File: src/rtl/game_event_logger.sv
// -----------------------------------------------------------------------------
// game_event_logger
//
// Watches the win / lose / game-over flags of the up/down counter game. Each
// rising edge becomes one event record. Records are queued in a small FIFO that
// a valid/ready consumer drains. The block also keeps saturating totals of
// rounds won and lost, games completed and events lost to backpressure.
//
// Optional feature: define GAME_LOG_TIMESTAMP_EN to prefix each record with the
// value of a free-running TS_W-bit cycle counter, sampled when the record is
// pushed.
//
// Ports
//   clk         rising-edge clock
//   reset_n     asynchronous active-low reset
//   counter     counter value from the counter stage; 1 ends a round
//   winner      round-won flag (level)
//   loser       round-lost flag (level)
//   gameover    game-over flag (level)
//   who         2'b10 winner side, 2'b01 loser side; valid with gameover
//   evt_valid   head record available
//   evt_ready   consumer accepts the head record
//   evt_data    {[ts,] type[1:0], who[1:0], 2'b00, round[3:0]}
//   level       FIFO occupancy
//   win_total   rounds won (saturating)
//   lose_total  rounds lost (saturating)
//   games       games completed (saturating)
//   drops       events lost (saturating)
//   overflow    sticky, set on the first drop
// -----------------------------------------------------------------------------
module game_event_logger #(
   parameter int DEPTH = 8,
   parameter int CNT_W = 8,
   parameter int TS_W  = 16,
`ifdef GAME_LOG_TIMESTAMP_EN
   localparam int EW = 10 + TS_W,
`else
   localparam int EW = 10,
`endif
   localparam int LW = $clog2(DEPTH) + 1
) (
   input  logic             clk,
   input  logic             reset_n,
   input  logic [3:0]       counter,
   input  logic             winner,
   input  logic             loser,
   input  logic             gameover,
   input  logic [1:0]       who,
   output logic             evt_valid,
   input  logic             evt_ready,
   output logic [EW-1:0]    evt_data,
   output logic [LW-1:0]    level,
   output logic [CNT_W-1:0] win_total,
   output logic [CNT_W-1:0] lose_total,
   output logic [CNT_W-1:0] games,
   output logic [CNT_W-1:0] drops,
   output logic             overflow
);

   localparam int AW = LW - 1;

   if (DEPTH < 2 || (DEPTH & (DEPTH - 1)) != 0 || TS_W < 1) begin : g_bad_param
      $error("game_event_logger: DEPTH must be a power of 2 >= 2, TS_W >= 1");
   end

   typedef enum logic [1:0] {PLAY, ROUND_END, GAME_END} state_t;

   state_t        state;
   logic          armed;
   logic          prev_win, prev_lose, prev_go;
   logic          p_go, p_win, p_lose;
   logic [3:0]    round;
   logic [LW-1:0] wr_ptr, rd_ptr;
   logic [EW-1:0] mem [DEPTH];

   logic          win_edge, lose_edge, go_edge;
   logic          full, pop, space;
   logic          push_go, push_win, push_lose, push;
   logic          spurious;
   logic          go_drop, win_drop, lose_drop;
   logic [1:0]    n_drop;
   logic [CNT_W:0] drop_sum;
   logic [9:0]    record;
   logic [EW-1:0] entry;

   function automatic logic [CNT_W-1:0] sat_inc(input logic [CNT_W-1:0] v);
      return (&v) ? v : v + CNT_W'(1);
   endfunction

   // armed stays low for the first clock after reset so that a flag already
   // high at reset release is captured into prev_* without counting as an edge.
   assign win_edge  = armed & winner   & ~prev_win;
   assign lose_edge = armed & loser    & ~prev_lose;
   assign go_edge   = armed & gameover & ~prev_go;

   assign level     = wr_ptr - rd_ptr;
   assign full      = (level == LW'(DEPTH));
   assign evt_valid = (level != '0);
   assign pop       = evt_valid & evt_ready;
   // A pop frees a slot in the same cycle, so a full FIFO can still accept.
   assign space     = ~full | pop;

   assign push_go   = space & p_go;
   assign push_win  = space & ~p_go & p_win;
   assign push_lose = space & ~p_go & ~p_win & p_lose;
   assign push      = push_go | push_win | push_lose;

   // A round result seen after a round has already ended is spurious.
   assign spurious  = (state != PLAY);
   assign go_drop   = go_edge & p_go & ~push_go;
   assign win_drop  = win_edge & (spurious | (p_win & ~push_win));
   assign lose_drop = lose_edge & (spurious | (p_lose & ~push_lose));

   // NOTE: every signal assigned in always_comb gets a default first, so no
   // path leaves it unassigned and no latch is inferred.
   always_comb begin
      n_drop   = 2'd0;
      n_drop   = {1'b0, go_drop} + {1'b0, win_drop} + {1'b0, lose_drop};
      drop_sum = {1'b0, drops} + {{(CNT_W-1){1'b0}}, n_drop};
      record   = {2'b10, 2'b00, 2'b00, round};
      if (push_go)       record = {2'b11, who,   2'b00, round};
      else if (push_win) record = {2'b01, 2'b00, 2'b00, round};
   end

`ifdef GAME_LOG_TIMESTAMP_EN
   logic [TS_W-1:0] ts;

   always_ff @(posedge clk or negedge reset_n) begin
      if (!reset_n) ts <= '0;
      else          ts <= ts + TS_W'(1);
   end

   assign entry = {ts, record};
`else
   assign entry = record;
`endif

   // NOTE: state registers use non-blocking assignments so every flop samples
   // the pre-edge values of the others, independent of statement order.
   always_ff @(posedge clk or negedge reset_n) begin
      if (!reset_n) begin
         armed      <= 1'b0;
         prev_win   <= 1'b0;
         prev_lose  <= 1'b0;
         prev_go    <= 1'b0;
         p_go       <= 1'b0;
         p_win      <= 1'b0;
         p_lose     <= 1'b0;
         round      <= 4'd0;
         wr_ptr     <= '0;
         rd_ptr     <= '0;
         win_total  <= '0;
         lose_total <= '0;
         games      <= '0;
         drops      <= '0;
         overflow   <= 1'b0;
      end else begin
         armed     <= 1'b1;
         prev_win  <= winner;
         prev_lose <= loser;
         prev_go   <= gameover;

         // A bit cleared by a push this cycle may be re-armed by a new edge.
         p_go   <= (p_go & ~push_go) | go_edge;
         p_win  <= (p_win & ~push_win) | (win_edge & ~spurious);
         p_lose <= (p_lose & ~push_lose) | (lose_edge & ~spurious);

         if (push_go)                    round <= 4'd0;
         else if (push_win | push_lose)  round <= round + 4'd1;

         if (push_win)  win_total  <= sat_inc(win_total);
         if (push_lose) lose_total <= sat_inc(lose_total);
         if (push_go)   games      <= sat_inc(games);

         drops    <= drop_sum[CNT_W] ? '1 : drop_sum[CNT_W-1:0];
         overflow <= overflow | (n_drop != 2'd0);

         if (push) wr_ptr <= wr_ptr + LW'(1);
         if (pop)  rd_ptr <= rd_ptr + LW'(1);
      end
   end

   // NOTE: the storage array has no reset; the pointers define which entries
   // are meaningful, and evt_data is forced to zero while the FIFO is empty.
   always_ff @(posedge clk) begin
      if (push) mem[wr_ptr[AW-1:0]] <= entry;
   end

   assign evt_data = evt_valid ? mem[rd_ptr[AW-1:0]] : '0;

   always_ff @(posedge clk or negedge reset_n) begin
      if (!reset_n) begin
         state <= PLAY;
      end else if (push_go) begin
         state <= GAME_END;
      end else begin
         case (state)
            PLAY:      if (push_win | push_lose) state <= ROUND_END;
            ROUND_END: if (counter == 4'd1)      state <= PLAY;
            GAME_END:  if (!gameover)            state <= PLAY;
            default:                             state <= PLAY;
         endcase
      end
   end

endmodule

File: config.mk
export PLATFORM = sky130hd
export DESIGN_NAME = game_event_logger
export DESIGN_NICKNAME = d
export VERILOG_FILES = /design/src/rtl/game_event_logger.sv
export SDC_FILE = /design/constraint.sdc
export NUM_CORES = 1
export LEC_CHECK = 0
export CAP_MARGIN = 10
export CORE_MARGIN = 3
export CORE_UTILIZATION = 30
export CTS_BUF_LIST = sky130_fd_sc_hd__clkbuf_2 sky130_fd_sc_hd__clkbuf_4 sky130_fd_sc_hd__clkbuf_8
export DETAILED_ROUTE_END_ITERATION = 10
export GPL_ROUTABILITY_DRIVEN = 0
export HOLD_SLACK_MARGIN = 0.12
export MAX_ROUTING_LAYER = met4
export PLACE_DENSITY = 0.49
export SLEW_MARGIN = 0
export SYNTH_ARGS = -nofsm -noshare
export SYNTH_HDL_FRONTEND = slang
export SYNTH_SLANG_ARGS = --single-unit
File: constraint.sdc
create_clock -name clk -period 5.5 [get_ports clk]
set_input_delay 1.1 -clock clk [delete_from_list [all_inputs] [get_ports clk]]
set_output_delay 1.1 -clock clk [all_outputs]
set_load 0.05 [all_outputs]
==> out/qor.csv <==
metric;value;unit
via_count;3282;
finalHoldViolations;0;
yosys.area.top_type_share;0.365;
drc;0;
syn_avg_cell_area;13.7;um2
io_buffers;57;
via_per_inst;4.78;
synth_ff_type;edfxtp_1;
ys_types;52;
yosysMostFrequentCell;edfxtp_1;
critPathArrivalTime;4.07;ns
start_util;0.312;
postCtsSetupBuffers;0;
die-area;19200;um2
insertion_delay;0.43;ns
synth_warnings;0;
path_class;flip-flop to primary output;
post-route-min-period;5.17;ns
min_path_type;flip-flop to flip-flop;
track_usage;0.123;
final_area;6500;um2
ys_seq_area_frac;0.622;
firstDrtPassIters;4;
hold_buffers;0;
dp_cells;654;
clock.fmax;0.193;GHz
power_density;622;nW/um2
syn_area;5260;um2
clock_path_buffers;2;
antenna_found_initial;0;
crit_family;buffers and inverters;
fin_crit_sh;0.941;
cp.buffers_inverters;2;
ant_nets;0;
die_y;138;um
synth_common_cells;64 x edfxtp_1, 54 x dfrtp_1, 37 x nand2_1;
post_drt_wl_per_cell;15.9;um
cts_buffers;17;
critPathLaunchType;flip-flop;
dpl.hpwl;7.39;mm
fp-row-count;47;
required;4.40;ns
grt_pass1_vias;3324;
fillCellCount;1584;
core_region_area;16900;um2
status;finished clean;
die_width;138;um
overflow;0;
synth_area_leaders;edfxtp_1 37%, dfrtp_1 26%, mux4_2 6.8%;
cpMaxStageDelayCell;a2111oi_4;
finClkSkew;0.00823;ns
critPathMaxFanout;11;
netlist_instances;383;
cts-root-buf;clkbuf_8;
h-tree-depth;4;
drt_iter0_drc;180;
synth-edff-count;64;
drive_above_1_share;0.159;
crit_path_cell_trace;clkinv_1, ha_1, and3b_1, or3_4, a2111oi_4, a21oi_1, clkdlybuf4s50_1;
cap_violations;0;
synth_seq_cells;118;
cts.sinks;118;
num_io_pins;60;
clkTransAtPathRegs;0.07;ns
async_reset_ff_frac;0.458;
dp_slack;0.734;ns
cts_resized;0;
regToRegSetupSlack;0.99;ns
ir_drop;0.000424;V
slew_violations;0;
layout_setup_ws;0.327;ns
n_antenna_cell;0;
max_slew.worst_pin.slew;0.903;ns
area_growth;23.6;%
power_leakage;2.45;nW
grt_max_degree;55;
place_area;6090;um2
setup_tns;0;ns
relSlewSlack;0.396;
setup_viol_count_final;0;
rsz0062_at_grt;no;
finalNetCount;479;
cts_tree;done;
grt_pass1_wl;18.1;mm
yosys.area.top_type;edfxtp_1;
drt-total-wl;10.9;mm
critPathMaxStageDelay;0.78;ns
crit_path_end_kind;primary output;
fin_cells;686;
==> cells in the final DEF, fill, tap and decap left out, drive strengths merged, types with 2 or more instances in the layout <==
master and count:
or3 5, ha 11, and3 13, nor4b 2, nor4 8, clkinv 6
clkdlybuf4s50 56, nor2b 4, nand3 19, buf 10, nand2 38, dfrtp 54
xor2 14, inv 8, bufinv 3, clkinvlp 7, a21oi 13, nor3 9
nand3b 2, o31ai 4, a21o 3, nand4 12, clkbuf 17, edfxtp 64
nand2b 4, mux2 7, xnor2 15, o21ai 4, mux4 16, fa 3
nor2 17, and2 2, conb 3, a221o 2
==> state kept, by name (all words and copies together), names as in the netlist, 2 cells and up <==
register    cells
mem            64
state           2
round           4
lose_total      8
drops           8
games           8
rd_ptr          4
win_total       8
wr_ptr          4
==> layout make-up <==
type | count | area, um2 | share of cell area
Clock buffer | 17 | 234 | 0.0360
Clock inverter | 15 | 183 | 0.0281
Tap cell | 220 | 275 | 0.0423
Multi-Input combinational cell | 241 | 1870 | 0.287
Timing Repair Buffer | 66 | 633 | 0.0973
Inverter | 9 | 36.3 | 0.00558
Sequential cell | 118 | 3270 | 0.503
==> report_power, final <==
group | internal [W] | switching, W | total [W]
clock | 0.000448 | 0.000367 | 0.000814
sequential | 0.00114 | 0.000185 | 0.00133
combinational | 0.000696 | 0.00121 | 0.00191
==> final timing paths <==
| kind | endpoint | depth (start not counted) | startpoint |
|---|---|---|---|
| worst max-delay path | evt_data[7] | 7 | rd_ptr[2] |
| worst min-delay path | overflow | 1 | overflow |
| worst max register to register | drops[5] | 14 | rd_ptr[2] |
| worst min register to register | overflow | 1 | overflow |
| max in group asynchronous | drops[6] | 2 | reset_n |
| min in group asynchronous | games[0] | 2 | reset_n |
==> metal layers <==
metal / global-route usage / part of all wire
met1: 0.158 / 0.47
met4: 0.0406 / 0.0068
met3: 0.0435 / 0.053
met2: 0.182 / 0.47
met5: - / 0
==> through the flow <==
step | power (W) | utilization | hold WS [ns]
5_1_grt | 0.00429 | 0.385 | 0.515
3_3_place_gp | 0.00327 | 0.361 | 0.479
2_1_floorplan | 0.00268 | - | 0.462
6_report | 0.00405 | 0.385 | 0.484
4_1_cts | 0.00411 | 0.385 | 0.485
3_5_place_dp | 0.00328 | 0.361 | 0.454
==> logic make-up after synthesis <==
family | Yosys count | synth area share
multiplexers | 23 | 0.0842
flip-flops | 118 | 0.622
adder cells (fa/ha/maj) | 14 | 0.0376
other | 2 | 0.00143
buffers and inverters | 25 | 0.0235
AO/OA/AOI/OAI | 34 | 0.0457
XOR/XNOR | 29 | 0.0483
AND/OR/NAND/NOR | 138 | 0.137
Power figures use the tool's default switching activity.
==> RTL edit 1 (same settings) <==
Re-encode `state_t` (3 states) as one-hot, 3 bits wide.
--- a/src/rtl/game_event_logger.sv
+++ b/src/rtl/game_event_logger.sv
@@ -63,7 +63,7 @@
       $error("game_event_logger: DEPTH must be a power of 2 >= 2, TS_W >= 1");
    end
 
-   typedef enum logic [1:0] {PLAY, ROUND_END, GAME_END} state_t;
+   typedef enum logic [2:0] {PLAY = 3'b001, ROUND_END = 3'b010, GAME_END = 3'b100} state_t;
 
    state_t        state;
    logic          armed;
Behaviour: no difference found for any inputs over 4 cycles, from zero or initial values and one cycle with reset_n low; so few cycles prove little.
==> RTL edit 1 against the unedited design <==
  * Die area down 0.32%
  * Cell area shrank 0.40%
  * Non-clock buffer count is 1 higher
  * Cell count fell by 1.0%
  * Worst setup slack gained 0.12 ns
  * Area after synthesis decreased by 0.33%
  * Sequential cell count is 1 higher
  * Wire length is 3.7% higher
  * Power is 2.5% lower
  * Critical endpoint is now evt_data[0]
==> RTL edit 1: results (changes against the unedited design) <==
* Non-CTS buffers at 67 (was 66)
* Layout Nets at 472 (was 479)
* Placed Area at 0.00610 mm^2 (was 0.00609 mm^2)
* Post-Synthesis Cells at 372 (was 383)
* Layout cells sized above 1 at 0.155 (was 0.159)
* Pleak at 2.44 nW (was 2.45 nW)
* Hpwl dp at 7520 um (was 7390 um)
* Largest net degree at the start of global routing at 56 (was 55)
* Switching fraction of total power at 0.437 (was 0.435)
* Final-layout clock buffer total at 18 (was 17)
* CP max-delay cell: clkdlybuf4s50_1 (was a2111oi_4)
* Synth cell count leaders: edfxtp_1, dfrtp_1, nand2_1, xnor2_1, mux4_2 (was edfxtp_1, dfrtp_1, nand2_1, nand3_1, nor2_1)
* Met1 Usage GRT at 0.159 (was 0.158)
* Drt total wl at 11300 um (was 10900 um)
* Clock network area share at 0.0579 (was 0.0641)
* Post-Syn Area at 0.00525 mm^2 (was 0.00526 mm^2)
* Max-slew headroom at 0.413 (was 0.396)
* Multi-input gates at 232 (was 241)
* Synth area leaders: edfxtp_1, dfrtp_1, mux4_2 (unchanged)
* Vias at 3237 (was 3282)
* Post-synthesis compound-gate area fraction at 0.0468 (was 0.0456)
* Final cell count without fillers at 679 (was 686)
* Fraction of area in registers at 0.509 (was 0.503)
* Worst Clk Skew at 0.00674 ns (was 0.00823 ns)
* Vias in the first global route at 3339 (was 3324)
* Initial DRC count at 170 (was 180)
* Xor/xnor share of the synthesized area at 0.0518 (was 0.0483)
* Clk pwr share at 0.192 (was 0.201)
* Async SR Flop Fraction at 0.462 (was 0.458)
* First-pass GRT wire length at 18300 um (was 18100 um)
* Worst path max stage delay at 0.85 ns (was 0.78 ns)
* Multi-input gate area at 0.00185 mm^2 (was 0.00187 mm^2)
* NonClk Buf Share at 0.0989 (was 0.0973)
* Reg power frac at 0.336 (was 0.328)
* Status: complete, no violations (unchanged)
* GRT met3 Usage at 0.0363 (was 0.0435)
* Mux cell area share after synthesis at 0.0835 (was 0.0842)
* Post-synthesis adder-cell area fraction at 0.0377 (was 0.0376)
* Met2 Use GR at 0.197 (was 0.182)
* Placed insts at 647 (was 654)
==> RTL edit 1: changes by cell type after synthesis, sizes merged, moves of 6 or more <==
cell | before | now
xnor2 | 15 | 25
o21ai | 4 | 11
and2 | 2 | 8
xor2 | 14 | 6
nor2 | 17 | 10
==> RTL edit 1: per-layer routing <==
layer  up-vias  share of wire  wire (um)
met1      1618           0.47       5320
met2        70           0.48       5400
li1       1534              -          -
met3        15          0.038        433
met5         -              0          0
met4         0          0.015        165
==> RTL edit 1: worst paths after layout <==
check / start / end / slack (ns) / cells after the start
setup / recovery: rd_ptr[2] / evt_data[0] / 0.45 / 8
hold / removal: prev_go / p_go / 0.49 / 1
setup reg to reg: rd_ptr[2] / drops[3] / 0.89 / 13
hold reg to reg: prev_go / p_go / 0.49 / 1
max in group asynchronous: reset_n / prev_lose / 4.22 / 2
min in group asynchronous: reset_n / lose_total[1] / 0.80 / 2
==> RTL edit 2 (config.mk and constraints unchanged) <==
Without the edit above. The parameter `DEPTH` goes from 8 to 4.
--- a/src/rtl/game_event_logger.sv
+++ b/src/rtl/game_event_logger.sv
@@ -29,7 +29,7 @@
 //   overflow    sticky, set on the first drop
 // -----------------------------------------------------------------------------
 module game_event_logger #(
-   parameter int DEPTH = 8,
+   parameter int DEPTH = 4,
    parameter int CNT_W = 8,
    parameter int TS_W  = 16,
 `ifdef GAME_LOG_TIMESTAMP_EN
Interface: changed (resized level); port bits go from 60 to 59. The function was not compared with the original's and may differ.
==> RTL edit 2 against the unedited design <==
  * Worst setup slack gained 0.58 ns
  * Wire length shrank 30%
  * Fmax grew 13%
  * Sequential cell count shrank 34
  * Register-to-register slack gained 0.15 ns
  * Core utilization grew 0.66 points
  * Cell area shrank 26%
  * First-iteration DRC count shrank 53%
  * Area after synthesis shrank 27%
  * Critical path type unchanged
  * Highest routed layer unchanged
Power is left out: the tool's default activity adds up to more than one toggle a clock period on the data nets, which glitch-free logic cannot reach.
==> RTL edit 2: results (changes against the unedited design) <==
* Post-synthesis compound-gate area fraction at 0.0608 (was 0.0456)
* Layout cells sized above 1 at 0.109 (was 0.159)
* Mux cell area share after synthesis at 0.0658 (was 0.0842)
* Detailed-route wire length per cell at 14.6 um (was 15.9 um)
* Synth area leaders: dfrtp_1, edfxtp_1, xor2_1 (was edfxtp_1, dfrtp_1, mux4_2)
* Xor/xnor share of the synthesized area at 0.0680 (was 0.0483)
* Worst R2R Start: rd_ptr[0] (was rd_ptr[2])
* Input/output buffers at 56 (was 57)
* Ant diodes at 0 (unchanged)
* Async SR Flop Fraction at 0.619 (was 0.458)
* Sequential share of the synthesized area at 0.591 (was 0.622)
* First-pass GRT wire length at 12900 um (was 18100 um)
* Layout Nets at 379 (was 479)
* H-Tree Level Count at 3 (was 4)
* Hold Startpoint: prev_go (was overflow)
* CP max-delay cell: clkdlybuf4s50_1 (was a2111oi_4)
* Worst Clk Skew at 0.0123 ns (was 0.00823 ns)
* Synth cell count leaders: dfrtp_1, edfxtp_1, nand2_1, xor2_1, nor2_1 (was edfxtp_1, dfrtp_1, nand2_1, nand3_1, nor2_1)
* Hpwl dp at 5330 um (was 7390 um)
* Worst-path clk slew at 0.09 ns (was 0.07 ns)
* Worst slew pin tran at 0.668 ns (was 0.903 ns)
* Max FFs per register at 32 (was 64)
* EDFF count, synth at 32 (was 64)
* Total CTS buffers at 9 (was 17)
* Vias at 2387 (was 3282)
* Clock latency on the worst-skew pair at 0.34 ns (was 0.43 ns)
* Post-synthesis adder-cell area fraction at 0.0550 (was 0.0376)
* Yosys cell types at 51 (was 52)
* Status: complete, no violations (unchanged)
* GRT Util Overall at 0.118 (was 0.123)
* CTS Buffer Depth at 2 (unchanged)
* Post-CTS Setup Bufs at 0 (unchanged)
* Vias in the first global route at 2518 (was 3324)
* Initial DRC count at 84 (was 180)
* Reg2Reg Depth at 13 (was 14)
* Worst path max stage delay at 0.70 ns (was 0.78 ns)
* Largest net degree at the start of global routing at 53 (was 55)
* Arr. time, crit path at 3.49 ns (was 4.07 ns)
==> RTL edit 2: cell count changes in the layout (fill, tap and decap cells not counted), moves of 9 or more <==
cell	before	now
and2_1	1	12
edfxtp_1	64	32
nand2_1	37	23
xnor2_1	15	5
and3_1	13	4
==> RTL edit 2: cells by family after synthesis <==
kind of cell,count (synthesis)
DFF,84
adders and majority gates,15
buffers and inverters,14
other,2
muxes,14
xor gates and xnor gates,28
and+or+nand+nor,101
AOI/OAI and AO/OA,32
==> RTL edit 2: worst paths after layout <==
check                              end  slack (ns)
hold reg to reg                   p_go        0.47
hold / removal                    p_go        0.47
setup / recovery           evt_data[9]        0.91
max in group asynchronous     drops[1]        4.18
min in group asynchronous     games[7]        0.86
setup reg to reg              drops[4]        1.14
==> RTL edit 2: layout make-up <==
| type | count | area, um^2 |
|---|---|---|
| clock inverter | 7 | 98.8 |
| tap | 168 | 210 |
| fill | 1215 | 7430 |
| clock buffer | 9 | 124 |
| inverter | 7 | 26.3 |
| sequential | 84 | 2260 |
| timing repair buffer | 57 | 563 |
| multi-input combinational | 193 | 1500 |
==> RTL edit 2: routing by layer <==
metal  vias up  global-route usage  wire (um)  part of all wire
met5         -                   -          0                 0
met1      1157               0.146       3510              0.46
met4         0              0.0413         57            0.0075
met3         5              0.0233        311             0.041
li1       1174                   -          -                 -
met2        51               0.192       3770              0.49
==> RTL edit 2: through the flow <==
stage	util	instances	hold slack, ns	setup slack, ns	instance area [um^2]
after floorplan	-	291	0.437	1.71	3830
after global placement	0.374	509	0.487	1.12	4560
after detailed placement	0.374	509	0.466	0.974	4560
after CTS	0.392	525	0.469	0.797	4790
after global routing	0.392	525	0.494	0.607	4790
final	0.392	525	0.472	0.909	4790
==> RTL edit 2: worst register-to-register path, cell delays in order (launching register included) <==
cell and delay [ns]:
dfrtp_1 0.63, ha_1 0.33, fa_1 0.35, xnor3_2 0.50, nor2_4 0.38, nand2_1 0.13, nor3_1 0.30, fa_1 0.48
ha_1 0.23, fa_1 0.43, nand2_1 0.11, nor2_1 0.07, nand3_1 0.20, nand2_1 0.09
